<file path="config.mk">
export PLATFORM = sky130hd
export DESIGN_NAME = dc_pred_engine
export DESIGN_NICKNAME = d
export VERILOG_FILES = /design/src/rtl/av1_pred_pkg.sv /design/src/rtl/dc_norm.sv /design/src/rtl/dc_pred_engine.sv
export SDC_FILE = /design/constraint.sdc
export NUM_CORES = 2
export LEC_CHECK = 0
export CAP_MARGIN = 20
export CORE_AREA = 10 10 322 293
export DETAILED_ROUTE_END_ITERATION = 12
export DIE_AREA = 0 0 332 303
export GPL_TIMING_DRIVEN = 0
export PLACE_DENSITY_LB_ADDON = 0.08
export RECOVER_POWER = 100
export SLEW_MARGIN = 20
export SYNTH_ARGS = -nofsm -noshare
export SYNTH_HDL_FRONTEND = slang
export SYNTH_SLANG_ARGS = --single-unit
</file>
<file path="constraint.sdc">
create_clock -name clk -period 13.24 [get_ports clk]
set_clock_uncertainty 0.15 [all_clocks]
set_input_delay 1.324 -clock clk [delete_from_list [all_inputs] [get_ports clk]]
set_output_delay 1.324 -clock clk [all_outputs]
set_load 0.02 [all_outputs]
</file>
<file path="src/rtl/av1_pred_pkg.sv">
// Shared types and constants for the AV1 DC intra predictor.
// Sample widths here follow the default 10-bit, 3-component pixel format.
package av1_pred_pkg;

    localparam int PKG_BIT_DEPTH = 10;
    localparam int PKG_NUM_CH    = 3;

    typedef logic [PKG_BIT_DEPTH-1:0]            chan_t;
    typedef logic [PKG_NUM_CH*PKG_BIT_DEPTH-1:0] pixel_t;

    // Q16 reciprocals of 3 and 5: rectangular blocks average over (w+h)/min = 3 or 5 sides.
    localparam logic [15:0] RECIP_R2 = 16'h5556;
    localparam logic [15:0] RECIP_R4 = 16'h3334;

    typedef enum logic [2:0] {
        ST_IDLE,
        ST_ACC_ABOVE,
        ST_ACC_LEFT,
        ST_CALC,
        ST_EMIT
    } dc_state_e;

    typedef enum logic [1:0] {
        DC_NONE,
        DC_LEFT,
        DC_ABOVE,
        DC_BOTH
    } dc_mode_e;

endpackage

</file>
<file path="src/rtl/dc_norm.sv">
// One channel's combinational sum-to-DC normalisation: round, shift,
// reciprocal multiply for rectangular blocks, saturate.
module dc_norm
    import av1_pred_pkg::*;
#(
    parameter int BIT_DEPTH = 10,
    parameter int MAX_LOG2  = 4,
    parameter int SUM_W     = BIT_DEPTH + MAX_LOG2 + 1
) (
    input  logic [SUM_W-1:0]     sum,
    input  logic [2:0]           log2w,
    input  logic [2:0]           log2h,
    input  dc_mode_e             mode,
    output logic [BIT_DEPTH-1:0] dc
);

    localparam int EXT_W  = SUM_W + 1;
    localparam int PROD_W = EXT_W + 16;
    localparam logic [EXT_W-1:0] DC_MAX = EXT_W'((1 << BIT_DEPTH) - 1);

    logic [EXT_W-1:0]  w, h, rnd, acc, s, dc_raw;
    logic [2:0]        shamt, lmin, diff;
    logic [PROD_W-1:0] prod;

    always_comb begin
        w      = EXT_W'(1) << log2w;
        h      = EXT_W'(1) << log2h;
        lmin   = (log2w < log2h) ? log2w : log2h;
        diff   = (log2w > log2h) ? (log2w - log2h) : (log2h - log2w);
        rnd    = '0;
        shamt  = '0;
        prod   = '0;
        case (mode)
            DC_LEFT: begin
                rnd   = h >> 1;
                shamt = log2h;
            end
            DC_ABOVE: begin
                rnd   = w >> 1;
                shamt = log2w;
            end
            DC_BOTH: begin
                if (diff == 3'd0) begin
                    rnd   = w;
                    shamt = log2w + 3'd1;
                end else begin
                    rnd   = (w + h) >> 1;
                    shamt = lmin;
                end
            end
            default: ;
        endcase
        acc    = EXT_W'(sum) + rnd;
        s      = acc >> shamt;
        dc_raw = s;
        if (mode == DC_BOTH && diff != 3'd0) begin
            prod   = PROD_W'(s) * PROD_W'((diff == 3'd2) ? RECIP_R4 : RECIP_R2);
            dc_raw = EXT_W'(prod >> 16);
        end
        if (mode == DC_NONE) begin
            dc_raw = EXT_W'(1) << (BIT_DEPTH - 1);
        end
        dc = (dc_raw > DC_MAX) ? DC_MAX[BIT_DEPTH-1:0] : dc_raw[BIT_DEPTH-1:0];
    end

endmodule

</file>
<file path="src/rtl/dc_pred_engine.sv">
// Streaming AV1 DC intra predictor: takes a block config, accumulates above/left
// neighbours, then emits the DC-filled block row-major, LANES pixels per beat.
module dc_pred_engine
    import av1_pred_pkg::*;
#(
    parameter int BIT_DEPTH = 10,
    parameter int NUM_CH    = 3,
    parameter int LANES     = 4,
    parameter int MAX_LOG2  = 4
) (
    input  logic                              clk,
    input  logic                              rst_n,
    input  logic                              cfg_valid,
    output logic                              cfg_ready,
    input  logic [2:0]                        cfg_log2w,
    input  logic [2:0]                        cfg_log2h,
    input  logic                              cfg_left,
    input  logic                              cfg_above,
    output logic                              cfg_err,
    input  logic                              nbr_valid,
    output logic                              nbr_ready,
    input  logic [LANES*NUM_CH*BIT_DEPTH-1:0] nbr_data,
    output logic                              pred_valid,
    input  logic                              pred_ready,
    output logic [LANES*NUM_CH*BIT_DEPTH-1:0] pred_data,
    output logic                              pred_last
);

    localparam int SUM_W     = BIT_DEPTH + MAX_LOG2 + 1;
    localparam int CNT_W     = 2 * MAX_LOG2 + 1;
    localparam int LANE_LOG2 = $clog2(LANES);

    dc_state_e                          state_q, state_d;
    logic [2:0]                         log2w_q, log2w_d, log2h_q, log2h_d;
    logic                               left_q, left_d, above_q, above_d;
    logic [CNT_W-1:0]                   cnt_q, cnt_d;
    logic [NUM_CH-1:0][SUM_W-1:0]       sum_q, sum_d;
    logic [NUM_CH-1:0][BIT_DEPTH-1:0]   dc_q, dc_d;
    logic                               cfg_err_q, cfg_err_d;
    logic [BIT_DEPTH-1:0]               norm_dc [NUM_CH];

    logic             cfg_fire, nbr_fire, pred_fire, cfg_bad;
    logic [2:0]       cfg_diff, acc_sh;
    logic [3:0]       emit_sh;
    logic [CNT_W-1:0] acc_last, emit_last;
    dc_mode_e         mode;

    assign mode = dc_mode_e'({above_q, left_q});

    for (genvar c = 0; c < NUM_CH; c++) begin : g_norm
        dc_norm #(
            .BIT_DEPTH(BIT_DEPTH),
            .MAX_LOG2 (MAX_LOG2),
            .SUM_W    (SUM_W)
        ) u_norm (
            .sum  (sum_q[c]),
            .log2w(log2w_q),
            .log2h(log2h_q),
            .mode (mode),
            .dc   (norm_dc[c])
        );
    end

    assign cfg_ready  = (state_q == ST_IDLE) && rst_n;
    assign nbr_ready  = (state_q == ST_ACC_ABOVE) || (state_q == ST_ACC_LEFT);
    assign pred_valid = (state_q == ST_EMIT);
    assign pred_last  = pred_valid && (cnt_q == emit_last);
    assign pred_data  = {LANES{dc_q}};
    assign cfg_err    = cfg_err_q;

    assign cfg_fire  = cfg_valid && cfg_ready;
    assign nbr_fire  = nbr_valid && nbr_ready;
    assign pred_fire = pred_valid && pred_ready;

    always_comb begin
        cfg_diff  = (cfg_log2w > cfg_log2h) ? (cfg_log2w - cfg_log2h) : (cfg_log2h - cfg_log2w);
        cfg_bad   = (cfg_log2w < 3'd2) || (cfg_log2h < 3'd2) ||
                    (cfg_log2w > 3'(MAX_LOG2)) || (cfg_log2h > 3'(MAX_LOG2)) ||
                    (cfg_diff > 3'd2);
        // Beat counts are powers of two, so the terminal counts are masks.
        acc_sh    = ((state_q == ST_ACC_ABOVE) ? log2w_q : log2h_q) - 3'(LANE_LOG2);
        acc_last  = (CNT_W'(1) << acc_sh) - CNT_W'(1);
        emit_sh   = {1'b0, log2w_q} + {1'b0, log2h_q} - 4'(LANE_LOG2);
        emit_last = (CNT_W'(1) << emit_sh) - CNT_W'(1);
    end

    always_comb begin
        state_d   = state_q;
        log2w_d   = log2w_q;
        log2h_d   = log2h_q;
        left_d    = left_q;
        above_d   = above_q;
        cnt_d     = cnt_q;
        sum_d     = sum_q;
        dc_d      = dc_q;
        cfg_err_d = 1'b0;

        if (nbr_fire) begin
            for (int l = 0; l < LANES; l++) begin
                for (int c = 0; c < NUM_CH; c++) begin
                    sum_d[c] = sum_d[c] + SUM_W'(nbr_data[(l*NUM_CH+c)*BIT_DEPTH +: BIT_DEPTH]);
                end
            end
        end

        case (state_q)
            ST_IDLE: begin
                if (cfg_fire) begin
                    sum_d = '0;
                    cnt_d = '0;
                    if (cfg_bad) begin
                        cfg_err_d = 1'b1;
                    end else begin
                        log2w_d = cfg_log2w;
                        log2h_d = cfg_log2h;
                        left_d  = cfg_left;
                        above_d = cfg_above;
                        state_d = cfg_above ? ST_ACC_ABOVE :
                                  cfg_left  ? ST_ACC_LEFT  : ST_CALC;
                    end
                end
            end
            ST_ACC_ABOVE, ST_ACC_LEFT: begin
                if (nbr_fire) begin
                    if (cnt_q == acc_last) begin
                        cnt_d   = '0;
                        state_d = (state_q == ST_ACC_ABOVE && left_q) ? ST_ACC_LEFT : ST_CALC;
                    end else begin
                        cnt_d = cnt_q + CNT_W'(1);
                    end
                end
            end
            ST_CALC: begin
                for (int c = 0; c < NUM_CH; c++) begin
                    dc_d[c] = norm_dc[c];
                end
                cnt_d   = '0;
                state_d = ST_EMIT;
            end
            ST_EMIT: begin
                if (pred_fire) begin
                    if (cnt_q == emit_last) begin
                        cnt_d   = '0;
                        state_d = ST_IDLE;
                    end else begin
                        cnt_d = cnt_q + CNT_W'(1);
                    end
                end
            end
            default: state_d = ST_IDLE;
        endcase
    end

    always_ff @(posedge clk) begin
        if (!rst_n) begin
            state_q   <= ST_IDLE;
            log2w_q   <= 3'd2;
            log2h_q   <= 3'd2;
            left_q    <= 1'b0;
            above_q   <= 1'b0;
            cnt_q     <= '0;
            sum_q     <= '0;
            dc_q      <= '0;
            cfg_err_q <= 1'b0;
        end else begin
            state_q   <= state_d;
            log2w_q   <= log2w_d;
            log2h_q   <= log2h_d;
            left_q    <= left_d;
            above_q   <= above_d;
            cnt_q     <= cnt_d;
            sum_q     <= sum_d;
            dc_q      <= dc_d;
            cfg_err_q <= cfg_err_d;
        end
    end

endmodule

</file>
==> results.cfg <==
[cts]
cts_buffers = 9
htree_levels = 3
cts_tree = yes
clockBufferDepth = 2
clk_pin_slew_worst_paths_ns = 0.09
cts-root-buf = clkbuf_16
clock_latency_ns = 0.42
clock_sinks = 96
cts_hold_buf = 0

[synth]
syn_inst = 3915
ys_seq_elements = 96
synth_top_family_by_area = adder cells
synth_area_per_cell_sq_um = 8.177
synthAdderAreaFrac_pct = 45.77
synth_xor_area_share_pct = 3.228
synth_compound_area_share_pct = 16.90
synth_top_area_share_pct = 25.14
synth_area_leader_cell = fa_1
synth_edf_count = 0
yosysUniqueCellTypes = 108
async_flop_share_pct = 0
synthMuxAreaShare_pct = 1.352
ys_seq_area_share_pct = 6.003
syn_area_sq_um = 32010
synth-warning-count = 0
synth_area_leaders = fa_1 25%, ha_1 20%, inv_1 7.7%, dfxtp_1 6.0%, a21oi_1 4.0%
synth_top_flop_cell = dfxtp_1
yosys.area_share.simple_pct = 14.89

[status]
outcome = finished, final reports clean

[critical_path]
r2r-end = pred_data[9]
critical_path_arrival_ns = 13.01
crit_path_max_incr_delay_ns = 0.59
reg2reg_from = log2h_q[2]
slowest_stage = buf_1
endpoint_kind = flop
crit_fanout = 10
start_kind = flop
worst_ep_required_time_ns = 13.36
worstRegToRegCells = 50
crit_type = reg -> reg
endpoint = pred_data[9]
timing.critical_path.mode_cell = a21o_1
regToRegSetupSlack_ns = 0.35
startpoint = log2h_q[2]

[global_route]
grt_usage_pct = 21.89
grt_max_degree = 21
grt_pass1_wl_microns = 172800
grt_pass1_vias = 29150
grt_antenna_before_repair = 4
grt-ovfl-total = 0

[run]
drv_cap = 0

[drt]
viasPerCell = 5.280
postRouteAntennaNets = 0
wire_per_inst_microns = 20.55
first_pass_iters = 7
drc_errors = 0
drt_wl_total_microns = 111500
vias = 28640
drt-initial-drc-count = 2162

[timing]
fin_crit_ns = 12.89
relSlewSlack_pct = 20.55
slew_viol_final = 0
fmax_ghz = 0.07756
setup_violations = 0
tightest_slew_ns = 1.192
hold_viol = 0
finalSetupTns_ns = 0
layout_setup_ws_ns = 0.3469
post-route-period-util_pct = 97.38

[pwr]
p_leak_nw = 19.46
p_per_area_nw_per_um2 = 38.77
power_mw = 1.450
vdd_drop_max_uv = 75.31

[final_layout]
drive_above_1_share_pct = 8.646
final_cell_mix = 652 x inv_1, 519 x ha_1, 401 x fa_1, 273 x nand2_1, 260 x nor2_1
final-instance-count-excl-fill = 5425
final_common_cell = inv_1
area_growth_syn_to_layout_pct = 16.84
final_nets = 5321

[die]
dieHeight_microns = 303
io_pins = 258
num_rows = 103
coreArea_sq_um = 87380
die_w_microns = 332
initial_core_util_pct = 36.64
die-area_sq_um = 100600

[placement]
hpwl_microns = 95410
dp_slack_ns = -1.232
place_congestion = 0.9116
dp_cells = 5376
portBuffers = 256

[min_path]
hp-start = sum_q[0]
min_path_type = reg -> reg
flip-flops by register name, summed over array words and instances, names as in the netlist:
signal and flops:
above_q 1, cfg_err 1, cnt_q 9, left_q 1, log2h_q 3, log2w_q 3
pred_data 30, state_q 3, sum_q 45
area by class of cell:
cell class              count  area (sq um)
fillers                  9095         49970
multi-input cells        2956         27010
repair buffers            298          2900
inverters                 654          2464
flip-flops and latches     96          1933
well taps                1155          1445
plain buffers             248          1334
clock buffers               9         225.2
clock inverters             7         86.33
diodes                      2         5.005
worst min path at each step:
stage,to,slack [ns],depth (start not counted)
4_1_cts,sum_q[0],0.37,2
3_5_place_dp,sum_q[0],0.35,2
5_1_grt,sum_q[0],0.38,2
3_3_place_gp,pred_data[13],0.35,2
2_1_floorplan,sum_q[0],0.31,2
6_report,sum_q[0],0.37,2
cell usage after synthesis (43+ instances only):
cell	instances
and2_1	59
nand3_1	57
a21oi_1	253
nor3_1	60
nand2_1	274
nor2_1	265
ha_1	523
clkbuf_1	136
a31oi_1	43
xnor2_1	83
a21o_1	64
buf_4	94
fa_1	402
dfxtp_1	96
o21ai_0	180
inv_1	653
or2_2	56
power by group:
group	leakage (nW)	internal [mW]	total, mW	switching [mW]
Combinational	18.5	0.370	0.852	0.482
Sequential	0.775	0.290	0.294	0.00372
Clock	0.150	0.135	0.304	0.169
Total	19.5	0.795	1.45	0.655
worst max-delay path, delay by kind of cell, from the launching register on:
| kind | cells | cell delay [ns] |
|---|---|---|
| compound gates | 17 | 3.39 |
| fa+ha+maj | 8 | 3.56 |
| buf+inv | 14 | 3.21 |
| flops | 1 | 0.31 |
| mux | 3 | 0.91 |
| simple gates | 8 | 1.18 |
kinds of logic after synthesis:
| family | after synthesis |
|---|---|
| flip-flops | 96 |
| XOR/XNOR | 118 |
| AND/OR/NAND/NOR | 984 |
| buffers and inverters | 909 |
| adder cells (fa/ha/maj) | 931 |
| other | 2 |
| multiplexers | 41 |
| AO/OA/AOI/OAI | 834 |
through the flow:
| step | instance area, sq um | hold slack [ns] | util, % |
|---|---|---|---|
| after floorplan | 32180 | 0.3079 | - |
| after global placement | 36190 | 0.3519 | 41.42 |
| after detailed placement | 36250 | 0.3536 | 41.49 |
| after CTS | 36790 | 0.3666 | 42.10 |
| after global routing | 37400 | 0.3761 | 42.80 |
| final | 37410 | 0.3690 | 42.81 |
per-layer routing:
metal	part of all wire (%)	wire (microns)	global-route usage (%)	up-vias
met4	1.6	1824	3.688	0
met2	44	49110	35.18	873
met3	6.3	7030	3.232	100
li1	-	-	-	13680
met1	48	53490	31.22	14000
met5	0	0	0	-
what timing repair did:
item | in CTS | in global routing
setup buffers | 7 | 28
hold endpoints to repair | 0 | 0
cloned | 0 | 2
endpoints found under the setup margin | 30 | 30
pin swaps | 5 | 21
resized for setup | 53 | 96
(Power assumes the default switching activity.)
